File: config.mk
export PLATFORM = sky130hd
export DESIGN_NAME = excess3_decoder
export DESIGN_NICKNAME = d
export VERILOG_FILES = /design/src/rtl/excess3_decoder_pkg.sv /design/src/rtl/excess3_decoder_digit_dec.sv /design/src/rtl/excess3_decoder.sv
export SDC_FILE = /design/constraint.sdc
export NUM_CORES = 1
export LEC_CHECK = 0
export CAP_MARGIN = 20
export CORE_MARGIN = 10
export CORE_UTILIZATION = 30
export DETAILED_ROUTE_END_ITERATION = 12
export DONT_BUFFER_PORTS = 1
export SYNTH_ARGS = -nofsm -noshare
export SYNTH_HDL_FRONTEND = slang
export SYNTH_SLANG_ARGS = --single-unit
File: constraint.sdc
create_clock -name clk -period 1.7 [get_ports clk]
set_input_delay 0.17 -clock clk [delete_from_list [all_inputs] [get_ports clk]]
set_output_delay 0.17 -clock clk [all_outputs]
set_load 0.02 [all_outputs]
File: src/rtl/excess3_decoder_pkg.sv
// Shared constants, state encoding and decoded-digit payload for the excess-3 decoder.
package excess3_decoder_pkg;

    localparam int unsigned NIBBLE_W  = 4;
    localparam int unsigned CNT_W     = 4;
    localparam int unsigned ERR_CNT_W = 8;

    localparam logic [NIBBLE_W-1:0] EXCESS3_OFFSET = 4'd3;
    localparam logic [NIBBLE_W-1:0] EXCESS3_MIN    = 4'h3;
    localparam logic [NIBBLE_W-1:0] EXCESS3_MAX    = 4'hC;
    localparam logic [NIBBLE_W-1:0] BCD_ERR_NIBBLE = 4'hF;

    typedef enum logic {
        ST_COLLECT = 1'b0,
        ST_HOLD    = 1'b1
    } state_e;

    typedef struct packed {
        logic                illegal;
        logic [NIBBLE_W-1:0] dec;
    } dec_digit_t;

endpackage

File: src/rtl/excess3_decoder_digit_dec.sv
// Combinational single-digit excess-3 to BCD decode with illegal-code flag.
module excess3_digit_dec
    import excess3_decoder_pkg::*;
(
    input  logic [NIBBLE_W-1:0] digit_i,
    output dec_digit_t          dec_o
);

    // Out-of-range codes substitute the error nibble so they stand out in the word.
    always_comb begin
        dec_o.illegal = 1'b0;
        dec_o.dec     = digit_i - EXCESS3_OFFSET;
        if ((digit_i < EXCESS3_MIN) || (digit_i > EXCESS3_MAX)) begin
            dec_o.illegal = 1'b1;
            dec_o.dec     = BCD_ERR_NIBBLE;
        end
    end

endmodule

File: src/rtl/excess3_decoder.sv
// Digit-serial excess-3 to packed BCD word decoder with valid/ready on both sides.
// Optional saturating illegal-digit counter enabled by EXCESS3_ERR_CNT_EN.
module excess3_decoder
    import excess3_decoder_pkg::*;
#(
    parameter int unsigned DIGITS = 4
) (
    input  logic                         clk,
    input  logic                         rst_n,
    input  logic                         in_valid,
    output logic                         in_ready,
    input  logic [NIBBLE_W-1:0]          in_digit,
    output logic                         out_valid,
    input  logic                         out_ready,
    output logic [NIBBLE_W*DIGITS-1:0]   out_bcd,
    output logic                         out_err
`ifdef EXCESS3_ERR_CNT_EN
    ,
    output logic [ERR_CNT_W-1:0]         err_count
`endif
);

    localparam int unsigned WORD_W = NIBBLE_W * DIGITS;

    state_e             state_q, state_d;
    logic [CNT_W-1:0]   cnt_q, cnt_d;
    logic [WORD_W-1:0]  shift_q, shift_d;
    logic               err_q, err_d;
    dec_digit_t         dec;
    logic               accept;

    excess3_digit_dec u_digit_dec (
        .digit_i (in_digit),
        .dec_o   (dec)
    );

    assign in_ready  = (state_q == ST_COLLECT);
    assign accept    = in_valid & in_ready;
    assign out_valid = (state_q == ST_HOLD);
    assign out_bcd   = shift_q;
    assign out_err   = err_q;

    always_ff @(posedge clk or negedge rst_n) begin
        if (!rst_n) begin
            state_q <= ST_COLLECT;
            cnt_q   <= '0;
            shift_q <= '0;
            err_q   <= 1'b0;
        end else begin
            state_q <= state_d;
            cnt_q   <= cnt_d;
            shift_q <= shift_d;
            err_q   <= err_d;
        end
    end

    // Shifting by a whole nibble keeps DIGITS == 1 legal without a negative slice.
    always_comb begin
        state_d = state_q;
        cnt_d   = cnt_q;
        shift_d = shift_q;
        err_d   = err_q;
        unique case (state_q)
            ST_COLLECT: begin
                if (in_valid) begin
                    shift_d = (shift_q << NIBBLE_W) | WORD_W'(dec.dec);
                    err_d   = err_q | dec.illegal;
                    if (cnt_q == CNT_W'(DIGITS - 1)) begin
                        cnt_d   = '0;
                        state_d = ST_HOLD;
                    end else begin
                        cnt_d = cnt_q + CNT_W'(1);
                    end
                end
            end
            ST_HOLD: begin
                if (out_ready) begin
                    state_d = ST_COLLECT;
                    shift_d = '0;
                    err_d   = 1'b0;
                end
            end
        endcase
    end

`ifdef EXCESS3_ERR_CNT_EN
    logic [ERR_CNT_W-1:0] err_cnt_q, err_cnt_d;

    always_ff @(posedge clk or negedge rst_n) begin
        if (!rst_n) begin
            err_cnt_q <= '0;
        end else begin
            err_cnt_q <= err_cnt_d;
        end
    end

    always_comb begin
        err_cnt_d = err_cnt_q;
        if (accept && dec.illegal && (err_cnt_q != {ERR_CNT_W{1'b1}})) begin
            err_cnt_d = err_cnt_q + ERR_CNT_W'(1);
        end
    end

    assign err_count = err_cnt_q;
`endif

endmodule
== Yosys cells after proc, flatten, opt, wreduce, memory -nomap -nowiden ==
Index checks and enable logic that the tools add are counted.

* Word-level logic and storage cells: 29
* Input bits: 8
* Flip-flop bits (word level): 22
* Output and inout port bits: 19

* Add/sub/neg operators: 2
* Equal/unequal tests: 3
* $lt $le $gt $ge: 2
* Bitwise logic cells: 3
* Reductions and logical operators: 3
* Muxes and demuxes: 12

{| class="wikitable"
|+ Operators with widths
! operator !! count
|-
| 16-bit two-way mux || 2
|-
| 16-bit case mux with 2 select lines || 1
|-
| 16-bit by 4-bit bitwise OR with 16-bit output || 1
|-
| 1-bit two-way mux || 5
|-
| 5-bit two-way mux || 1
|-
| 4-bit by 1-bit adder with 4-bit output, second input constant || 1
|-
| 4-bit by 2-bit == test with 1-bit output, second input constant || 1
|-
| 4-bit greater-than comparator, second input constant || 1
|-
| 4-bit by 2-bit < comparator with 1-bit output, second input constant || 1
|-
| 4-bit two-way mux || 1
|-
| 2-bit inequality test, second input constant || 2
|-
| 1-bit case mux with 2 select lines || 2
|-
| 2-bit AND reduction || 2
|-
| 4-bit by 2-bit subtractor with 4-bit output, second input constant || 1
|-
| 1-bit logical OR || 1
|-
| 1-bit inverter || 1
|-
| 1-bit bitwise OR || 1
|}

== Longest topological paths before layout ==
Gate-level depths: netlist of the first run.

* Depth in word-level cells: 6
* Depth in mapped cells: 5
* Gate-level depth less buffers: 5

== Modules after synthesis ==
Synthesis of the first run repeated with hierarchy kept, for this count alone.

* Cell total of the unflattened synthesis: 113
* Area, all modules: 1162.4 um^2

{| class="wikitable"
|+ Modules (own cells, without submodules)
! module !! instances !! area each (um^2) !! cells each !! seq. area each (um^2)
|-
| excess3_decoder || 1 || 1039.7 || 96 || 550.5
|-
| excess3_digit_dec || 1 || 122.6 || 17 || 0.0
|}

== Least setup slack after synthesis of the first run ==
No wires, ideal clock.

* Path kind: reg2reg
* Start point: register state_q (netlist: out_valid)
* End point: register shift_q[3] (netlist: out_bcd[3])
* Data arrival time: 1.202 ns
* Path buffers: 1
* Setup slack: 0.418 ns
* Data required time: 1.620 ns
* Stages on the path, launching flop included: 5
* Period minus slack after synthesis: 1.282 ns
* Setup time: 0.080 ns
* Cell sequence: dfrtp_1 mux2i_2 buf_6 nand2_1 o211ai_2

* Word-level cells in the longest chain between the ends: 3
* Elaborated cells between the ends (all ways): 5
* Classes of those cells: eq/ne (2); mux (1); bitwise (1); reduce/logical (1)

{| class="wikitable"
|+ Ends and longest elaborated chain
! what !! line !! text
|-
| from (decl) || excess3_decoder.sv:25 || <nowiki>state_e state_q, state_d;</nowiki>
|-
| from (signal assigned) || excess3_decoder.sv:50 || <nowiki>state_q <= state_d;</nowiki>
|-
| 1-bit inverter (no source line) || - ||
|-
| 2-bit inequality test (no source line) || - ||
|-
| 2-bit AND reduction (no source line) || - ||
|-
| to (signal assigned) || excess3_decoder.sv:52 || <nowiki>shift_q <= shift_d;</nowiki>
|-
| to (decl) || excess3_decoder.sv:27 || <nowiki>logic [WORD_W-1:0] shift_q, shift_d;</nowiki>
|}

Parallel ways exist; a longest one is shown, timed or not.
A chain may end at the register's enable or synchronous reset.

== Worst setup path after layout of the first run ==
* Start point: register cnt_q[0]
* End point: register cnt_q[0]

* Word-level cells in the longest chain between the ends: 2
* Elaborated cells between the ends (all ways): 3
* Classes of those cells: add/sub (1); eq/ne (1); mux (1)

{| class="wikitable"
|+ Ends and longest elaborated chain
! what !! line !! text
|-
| from (decl) || excess3_decoder.sv:26 || <nowiki>logic [CNT_W-1:0] cnt_q, cnt_d;</nowiki>
|-
| from (signal assigned) || excess3_decoder.sv:51 || <nowiki>cnt_q <= cnt_d;</nowiki>
|-
| 4-bit by 1-bit adder with 4-bit output or 4-bit by 2-bit == test with 1-bit output (tied branches) || excess3_decoder.sv:72, excess3_decoder.sv:68 ||
|-
| 4-bit two-way mux * || excess3_decoder.sv:68 || <nowiki>if (cnt_q == CNT_W'(DIGITS - 1)) begin</nowiki>
|}

Every way passes the cells marked *; elsewhere a longest branch is shown, timed or not.

==> flow_metrics.env, run 1 <==
export IMPL_synth_fp_nets=86
export IMPL_synthToLayoutAreaGrowth_pct=17.8
export IMPL_fp_row_count=20
export IMPL_drcViolationCount=0
export IMPL_antenna_found_initial=0
export IMPL_post_route_util_pct=36.6
export IMPL_period_share_pct=79.6
export IMPL_fmax_mhz=739
export IMPL_seq_area_frac_synth_pct=58.0
export IMPL_die_area_sq_um=5820
export IMPL_seqPwrFrac_pct=57.1
export IMPL_period_needed_ns=1.35
export IMPL_finalMaxSlewViolations=0
export IMPL_maxSlewHeadroom_pct=65.5
export IMPL_die_height_microns=76.3
export IMPL_dp_slack_ns=0.354
export IMPL_grt_max_degree=23
export IMPL_r2r_end="cnt_q[0]"
export IMPL_dr_wl_met3_microns=223
export IMPL_rr_startpoint="cnt_q[0]"
export IMPL_combPwrFrac_pct=23.5
export IMPL_cts_buffer_depth=2
export IMPL_antenna_cells=0
export IMPL_top_layer_used="met4"
export IMPL_ys_warn_count=0
export IMPL_cts_made_buffers=3
export IMPL_coreArea_sq_um=3050
export IMPL_status="completed"
export IMPL_end_kind="flop"
export IMPL_drt_pass1_iter_count=4
export IMPL_instances_no_fill=128
export IMPL_vias=619
export IMPL_drive_gt1_share_pct=17.9
export IMPL_finalSetupViolations=0
export IMPL_internal_power_mw=1.23
export IMPL_met2_length_microns=976
export IMPL_dp_cells=120
export IMPL_power_leakage_nw=0.511
export IMPL_netlist_top_cells_area="dfrtp_1 (58%), a22o_1 (11%), ha_1 (4.0%)"
export IMPL_fin_area_sq_um=1120
export IMPL_switching_share_pct=40.6
export IMPL_clkSinkCount=22
export IMPL_cts_resized=0
export IMPL_worstPathRequired_ns=1.89
export IMPL_placed_cell_area_sq_um=1010
export IMPL_yosysUniqueCellTypes=27
export IMPL_fin_skew_ns=0.0157
export IMPL_met1Wirelength_microns=841
export IMPL_grt_pass1_vias=659
export IMPL_drtAntennaViolNets=0
export IMPL_avgSynthCellArea_sq_um=12.7
export IMPL_rsz0062_at_grt="no"
export IMPL_cts_root_buffer="clkbuf_4"
export IMPL_drt_iter0_markers=30
export IMPL_min_delay_start="out_ready"
export IMPL_yosysTopAreaCell="dfrtp_1"
export IMPL_critical_path_class="flop to flop"
export IMPL_fillCellCount=311
export IMPL_min_delay_path_class="primary input to flop"
export IMPL_avgRoutedWirePerCell_microns=16.1
export IMPL_power_mw=2.07
export IMPL_port_buffers=0
export IMPL_insertion_delay_ns=0.31
export IMPL_track_usage_pct=7.69
export IMPL_cts_tree="done"
export IMPL_syn_inst=75
export IMPL_cp_arrival_ns=1.54
export IMPL_ir_drop_v=0.000443
export IMPL_switchingPower_mw=0.840
export IMPL_syn_cell_area_sq_um=950
export IMPL_nNetsFinal=96
export IMPL_finalWirelength_mm=2.06
export IMPL_h_tree_depth=1
export IMPL_ys_seq_elements=22
export IMPL_reg2reg_slack_ns=0.35
export IMPL_p_per_area_nw_per_um2=1850
export IMPL_clk_pin_slew_ns=0.14
export IMPL_clockPowerShare_pct=19.4
export IMPL_worst_pin_slew_ns=0.517
export IMPL_r2r_cells=4
export IMPL_hold_end="out_err"
export IMPL_seq_area_sq_um=551
export IMPL_startpoint_type="flop"
export IMPL_setup_ws_ns=0.347
export IMPL_overflow=0
export IMPL_finalSetupTns_ns=0
export IMPL_multiInputGateArea_sq_um=360
export IMPL_final_hold_viol_count=0
export IMPL_hpwl_mm=1.56
export IMPL_drv_cap=0
export IMPL_dieWidth_microns=76.3
export IMPL_hold_depth=3
export IMPL_grt_pass1_wl_mm=3.63
export IMPL_whs_ns=0.0311
export IMPL_io_pins=27
export IMPL_globalplace_congestion=0.802
export IMPL_start_util_pct=31.1
export IMPL_vias_per_cell=4.84
export IMPL_critPathMaxFanout=3
export IMPL_yosysTopAreaCellShare_pct=58.0
## worst max-delay path by stage
stage	startpoint	endpoint	slack [ns]	cells past startpoint
finish	cnt_q[0]	cnt_q[0]	0.35	4
global route	out_valid	out_err	0.25	3
CTS	cnt_q[0]	cnt_q[0]	0.34	4
detailed placement	out_valid	out_bcd[0]	0.35	3
global placement	cnt_q[1]	cnt_q[0]	0.41	4
floorplan	out_valid	out_bcd[3]	0.42	4
## synth_stat cells, drive strengths merged
cell and n:
a21oi 1, nand2b 2, ha 3, mux2i 1, nand4 1, xnor2 2
nand3b 2, nor2b 1, a22o 12, o21ai 2, nand3 1, or3b 1
a32o 1, buf 3, dfrtp 22, a22oi 1, inv 4, nand2 8
mux2 1, o211ai 2, nor3 1, and3b 1, o22ai 1, o2bb2ai 1
## sequential cells by signal, indices dropped and copies added, names as in the netlist
name       cells
out_err        1
out_bcd       16
cnt_q          4
out_valid      1
## area by class of cell
type	count	share of cell area (%)
sequential	22	49.2
multi-input combinational	46	32.2
timing repair buffer	8	7.61
tap	44	4.92
clock inverter	1	2.68
clock buffer	3	2.01
inverter	4	1.34
## metal layers
layer	up-vias	global-route usage (%)
li1	293	-
met1	300	8.88
met2	24	11.7
met3	2	3.42
met4	0	3.90
met5	-	0
## placed cells by master, fill, tap and decap left out, drive strengths merged, types with 2 or more instances in the layout
cell type	Yosys	final
nand3b	2	2
inv	4	4
nand2b	2	2
o211ai	2	2
a22o	12	12
dfrtp	22	22
o21ai	2	2
dlygate4sd3	0	3
xnor2	2	2
ha	3	3
nand2	8	8
buf	3	4
clkbuf	0	4
## critical path: stages (launching register included)
cell	delay (ns)
dfrtp_1	0.40
ha_1	0.19
or3b_2	0.47
nand3_1	0.09
o21ai_0	0.08
## power by group through the flow
stage / registers [mW] / logic [mW] / clock network (mW)
after detailed placement: 1.21 / 0.471 / 0
after floorplan: 1.14 / 0.375 / 0
after global placement: 1.19 / 0.457 / 0
after global routing: 1.23 / 0.553 / 0.440
final: 1.18 / 0.486 / 0.401
after CTS: 1.20 / 0.488 / 0.406
## cell families (layout without fill, tap and decap cells)
family	after synthesis	in the layout	share of synthesized area, %
adders and majority gates	3	3	3.95
AOI/OAI and AO/OA	21	21	19.2
buffers and inverters	7	16	4.08
DFF	22	22	58.0
and+or+nand+nor	18	18	10.3
muxes	2	2	2.63
xor gates and xnor gates	2	2	1.84
## timing repair
action | 4_1_cts | 5_1_grt
endpoints found under the hold margin | 24 | 0
setup buffers | 0 | 0
endpoints found under the setup margin | 0 | 0
hold buffers | 3 | 0
Note: power is estimated with default switching activity, not from simulation.
==> inputs of run 2 (changes only) <==
==> constraint.sdc (replaced) <==
create_clock -name clk -period 1.1 [get_ports clk]
set_input_delay 0.11 -clock clk [delete_from_list [all_inputs] [get_ports clk]]
set_output_delay 0.11 -clock clk [all_outputs]
set_load 0.02 [all_outputs]
==> flow_metrics.env, run 2 (synthesized netlist as in run 1, its figures left out) <==
export IMPL_finalSetupTns_ns=-0.527
export IMPL_overflow=0
export IMPL_largest_reg_flops=16
export IMPL_maxSlewHeadroom_pct=36.5
export IMPL_ir_drop_v=0.000800
export IMPL_grt_max_degree=23
export IMPL_slowest_delay_ns=0.47
export IMPL_post_route_util_pct=42.2
export IMPL_period_needed_ns=1.22
export IMPL_dp_cells=126
export IMPL_fmax_mhz=820
export IMPL_fin_area_sq_um=1290
export IMPL_finalMaxSlewViolations=0
export IMPL_io_pins=27
export IMPL_worst_path_buf_inv=3
export IMPL_placed_cell_area_sq_um=1080
export IMPL_drtAntennaViolNets=0
export IMPL_vias=669
export IMPL_dp_slack_ns=-0.0918
export IMPL_end_kind="output pin"
export IMPL_drt_pass1_iter_count=4
export IMPL_critical_path_class="flop to output pin"
export IMPL_setup_ws_ns=-0.120
export IMPL_final_cell_mix="dfrtp_1 (21), a22o_1 (12), buf_6 (7), buf_4 (7), nand2_1 (5)"
export IMPL_cts_buffer_depth=2
export IMPL_fillCellCount=298
export IMPL_antenna_found_initial=0
export IMPL_drv_cap=0
export IMPL_p_per_area_nw_per_um2=2850
export IMPL_drcViolationCount=0
export IMPL_multiInputGateArea_sq_um=417
export IMPL_seq_area_sq_um=552
export IMPL_instances_no_fill=139
export IMPL_clkSinkCount=22
export IMPL_track_usage_pct=7.49
export IMPL_fin_skew_ns=0.0150
export IMPL_worstPathRequired_ns=0.99
export IMPL_nNetsFinal=107
export IMPL_grt_pass1_wl_mm=3.53
export IMPL_antenna_cells=0
export IMPL_period_share_pct=111
export IMPL_finalSetupViolations=18
export IMPL_clk_pin_slew_ns=0.14
export IMPL_whs_ns=-0.00367
export IMPL_cts_root_buffer="clkbuf_4"
export IMPL_vias_per_cell=4.81
export IMPL_worst_pin_slew_ns=0.953
export IMPL_insertion_delay_ns=0.31
export IMPL_drt_iter0_markers=41
export IMPL_dieWidth_microns=76.3
export IMPL_drive_gt1_share_pct=36.8
export IMPL_cp_arrival_ns=1.11
export IMPL_critPathMaxFanout=3
export IMPL_power_mw=3.67
export IMPL_final_common_cell="dfrtp_1"
export IMPL_finalWirelength_mm=2.27
export IMPL_slowest_stage="dfrtp_2"
export IMPL_status="complete, but fails checks"
export IMPL_startpoint_type="flop"
export IMPL_avgRoutedWirePerCell_microns=16.3
export IMPL_grt_pass1_vias=641
export IMPL_h_tree_depth=1
export IMPL_synthToLayoutAreaGrowth_pct=35.6
export IMPL_power_leakage_nw=0.591
export IMPL_coreArea_sq_um=3050
export IMPL_min_delay_path_class="primary input to asynchronous set/reset pin"
export IMPL_cts_tree="done"
export IMPL_die_area_sq_um=5820
export IMPL_cpMostUsedCell="buf_6"
export IMPL_violations="negative hold slack, negative setup slack"
export IMPL_final_hold_viol_count=7
export IMPL_cp_cell_sequence="buf_6 -> inv_4 -> buf_6"
export IMPL_globalplace_congestion=0.673
export IMPL_crit_family="flip-flops"
export IMPL_fp_row_count=20
export IMPL_die_height_microns=76.3
export IMPL_start_util_pct=31.1
export IMPL_rsz0062_at_grt="yes"
export IMPL_hpwl_mm=1.60
export IMPL_port_buffers=0
export IMPL_cts_made_buffers=3
## run 2: layout make-up
class                           instances  area share [%]
Inverter                                4            1.36
Timing Repair Buffer                   19            15.1
Sequential cell                        22            42.9
Multi-Input combinational cell         46            32.4
Clock inverter                          1            2.33
Clock buffer                            3            1.75
Tap cell                               44            4.28
## run 2: timing repair
action,4_1_cts,5_1_grt
hold endpoints to repair,25,4
pin swaps,14,4
endpoints found under the setup margin,21,45
buffers inserted,3,2
gates resized for setup,8,10
hold buffers,3,1
gates cloned,0,1
## run 2: final timing paths
path                        startpoint    endpoint  slack [ns]  cells past startpoint
setup / recovery             out_valid    in_ready       -0.12                      3
hold / removal                   rst_n    cnt_q[1]      -0.004                      1
setup reg to reg              cnt_q[1]    cnt_q[0]       -0.09                      4
hold reg to reg               cnt_q[3]    cnt_q[3]        0.52                      1
max in group asynchronous        rst_n   out_valid        0.47                      1
min in group clk           in_digit[3]  out_bcd[3]        0.03                      2
## run 2: report_power, final
group	switching [mW]	total [mW]	internal, mW
logic	0.505	1.20	0.691
clock network	0.258	0.625	0.368
registers	0.702	1.85	1.14
total	1.46	3.67	2.20
## run 2: layer usage
| metal | GRT usage, % | share of wire, % | wire, microns |
|---|---|---|---|
| met3 | 2.95 | 7.1 | 161 |
| met5 | 0 | 0 | 0 |
| met1 | 8.94 | 43 | 978 |
| met4 | 3.90 | 1.3 | 29 |
| met2 | 11.3 | 48 | 1100 |
## run 2: worst register-to-register path, cell delays in order (launching register included)
cell and delay (ns):
dfrtp_1 0.39, ha_2 0.18, or3b_4 0.39, nand3_2 0.09, o21ai_2 0.05
==> inputs of run 3 (changes only) <==
--- a/config.mk
+++ b/config.mk
@@ -10,6 +10,7 @@
 export CORE_UTILIZATION = 30
 export DETAILED_ROUTE_END_ITERATION = 12
 export DONT_BUFFER_PORTS = 1
+export RECOVER_POWER = 50
 export SYNTH_ARGS = -nofsm -noshare
 export SYNTH_HDL_FRONTEND = slang
 export SYNTH_SLANG_ARGS = --single-unit
==> flow_metrics.env, run 3 (synthesized netlist as in run 1, its figures left out) <==
export IMPL_h_tree_depth=1
export IMPL_whs_ns=-0.0289
export IMPL_antenna_cells=0
export IMPL_io_pins=27
export IMPL_startpoint_type="flop"
export IMPL_grt_pass1_vias=641
export IMPL_drcViolationCount=0
export IMPL_combPwrFrac_pct=32.6
export IMPL_rsz0062_at_grt="yes"
export IMPL_fmax_mhz=821
export IMPL_cts_root_buffer="clkbuf_4"
export IMPL_ir_drop_v=0.000800
export IMPL_finalMaxSlewViolations=0
export IMPL_avgRoutedWirePerCell_microns=16.2
export IMPL_clkSinkCount=22
export IMPL_start_util_pct=31.1
export IMPL_min_delay_path_class="primary input to asynchronous set/reset pin"
export IMPL_fp_row_count=20
export IMPL_slowest_delay_ns=0.47
export IMPL_final_cell_mix="dfrtp_1 (21), a22o_1 (12), buf_6 (7), buf_4 (7), nand2_1 (5)"
export IMPL_post_route_util_pct=41.9
export IMPL_clk_pin_slew_ns=0.14
export IMPL_drt_iter0_markers=42
export IMPL_setup_ws_ns=-0.118
export IMPL_status="complete, but fails checks"
export IMPL_cp_arrival_ns=1.11
export IMPL_end_kind="output pin"
export IMPL_fin_skew_ns=0.0138
export IMPL_worst_pin_slew_ns=1.11
export IMPL_critical_path_class="flop to output pin"
export IMPL_switching_share_pct=39.9
export IMPL_violations="negative hold slack, negative setup slack"
export IMPL_drtAntennaViolNets=0
export IMPL_final_common_cell="dfrtp_1"
export IMPL_period_needed_ns=1.22
export IMPL_period_share_pct=111
export IMPL_largest_reg_flops=16
export IMPL_coreArea_sq_um=3050
export IMPL_cpMostUsedCell="buf_6"
export IMPL_maxSlewHeadroom_pct=25.7
export IMPL_seqPwrFrac_pct=50.3
export IMPL_finalWirelength_mm=2.25
export IMPL_cp_cell_sequence="buf_6 -> inv_4 -> buf_6"
export IMPL_synthToLayoutAreaGrowth_pct=34.7
export IMPL_internal_power_mw=2.20
export IMPL_p_per_area_nw_per_um2=2860
export IMPL_power_leakage_nw=0.579
export IMPL_die_area_sq_um=5820
export IMPL_drv_cap=0
export IMPL_final_hold_viol_count=22
export IMPL_vias_per_cell=4.88
export IMPL_finalSetupViolations=18
export IMPL_insertion_delay_ns=0.31
export IMPL_dp_slack_ns=-0.0918
export IMPL_vias=679
export IMPL_switchingPower_mw=1.46
export IMPL_cts_buffer_depth=2
export IMPL_drive_gt1_share_pct=36.8
export IMPL_globalplace_congestion=0.673
export IMPL_grt_max_degree=23
export IMPL_antenna_found_initial=0
export IMPL_critPathMaxFanout=3
export IMPL_worstPathRequired_ns=0.99
export IMPL_grt_pass1_wl_mm=3.53
export IMPL_cts_tree="done"
export IMPL_die_height_microns=76.3
export IMPL_drt_pass1_iter_count=4
export IMPL_slowest_stage="dfrtp_2"
export IMPL_hpwl_mm=1.60
export IMPL_dieWidth_microns=76.3
export IMPL_nNetsFinal=107
export IMPL_overflow=0
export IMPL_cts_made_buffers=3
export IMPL_clockPowerShare_pct=17.1
export IMPL_port_buffers=0
export IMPL_track_usage_pct=7.49
-- run 3: worst max-delay path: cells and delay by family, from the launching register on --
kind     cells  cell delay (ns)
flops        1             0.47
buf+inv      3             0.32
-- run 3: repair_timing --
action	in CTS	in global routing
hold endpoints to repair	25	4
gates resized for setup	8	10
gates cloned	0	1
buffers inserted	3	2
endpoints found under the setup margin	21	45
pin swaps	14	4
hold buffers	3	1
-- run 3: power by group through the flow --
stage	Combinational, mW	Clock (mW)	Sequential [mW]
2_1_floorplan	0.645	0	1.78
3_3_place_gp	0.907	0	1.85
3_5_place_dp	0.940	0	1.87
4_1_cts	1.09	0.627	1.85
5_1_grt	1.29	0.681	1.88
6_report	1.19	0.625	1.84
-- run 3: path summary, 6_finish.rpt --
path,depth (start not counted),start,slack (ns),end
max,3,out_valid,-0.12,in_ready
min,1,rst_n,-0.03,cnt_q[3]
max reg2reg,4,cnt_q[1],-0.09,cnt_q[0]
min reg2reg,1,cnt_q[3],0.52,cnt_q[3]
max in group asynchronous,1,rst_n,0.40,out_valid
min in group clk,2,in_digit[3],0.03,out_bcd[3]
-- run 3: per-stage QoR --
step                power (mW)  setup TNS, ns  instance area (sq um)  hold slack, ns  instances
floorplan                 2.43         -0.495                    976          -0.186         75
global placement          2.76         -0.484                   1080          -0.185        126
detailed placement        2.81          -1.08                   1080          -0.185        126
CTS                       3.57         -0.340                   1230          0.0222        136
global route              3.85         -0.913                   1280        0.000378        139
finish                    3.66         -0.507                   1280         -0.0289        139
-- run 3: cell type report --
type / instances / area, sq um
clock buffer: 3 / 22.5
clock inverter: 1 / 30.0
fill: 298 / 1770
inverter: 4 / 17.5
multi-input combinational: 46 / 417
sequential: 22 / 552
tap: 44 / 55.1
timing repair buffer: 19 / 185
-- run 3: layer usage --
layer  up-vias  routed length, microns  track usage [%]
met5         -                       0                0
met4         0                      29             3.90
met3         2                     199             2.95
met2        22                    1130             11.3
met1       339                     890             8.94
li1        316                       -                -
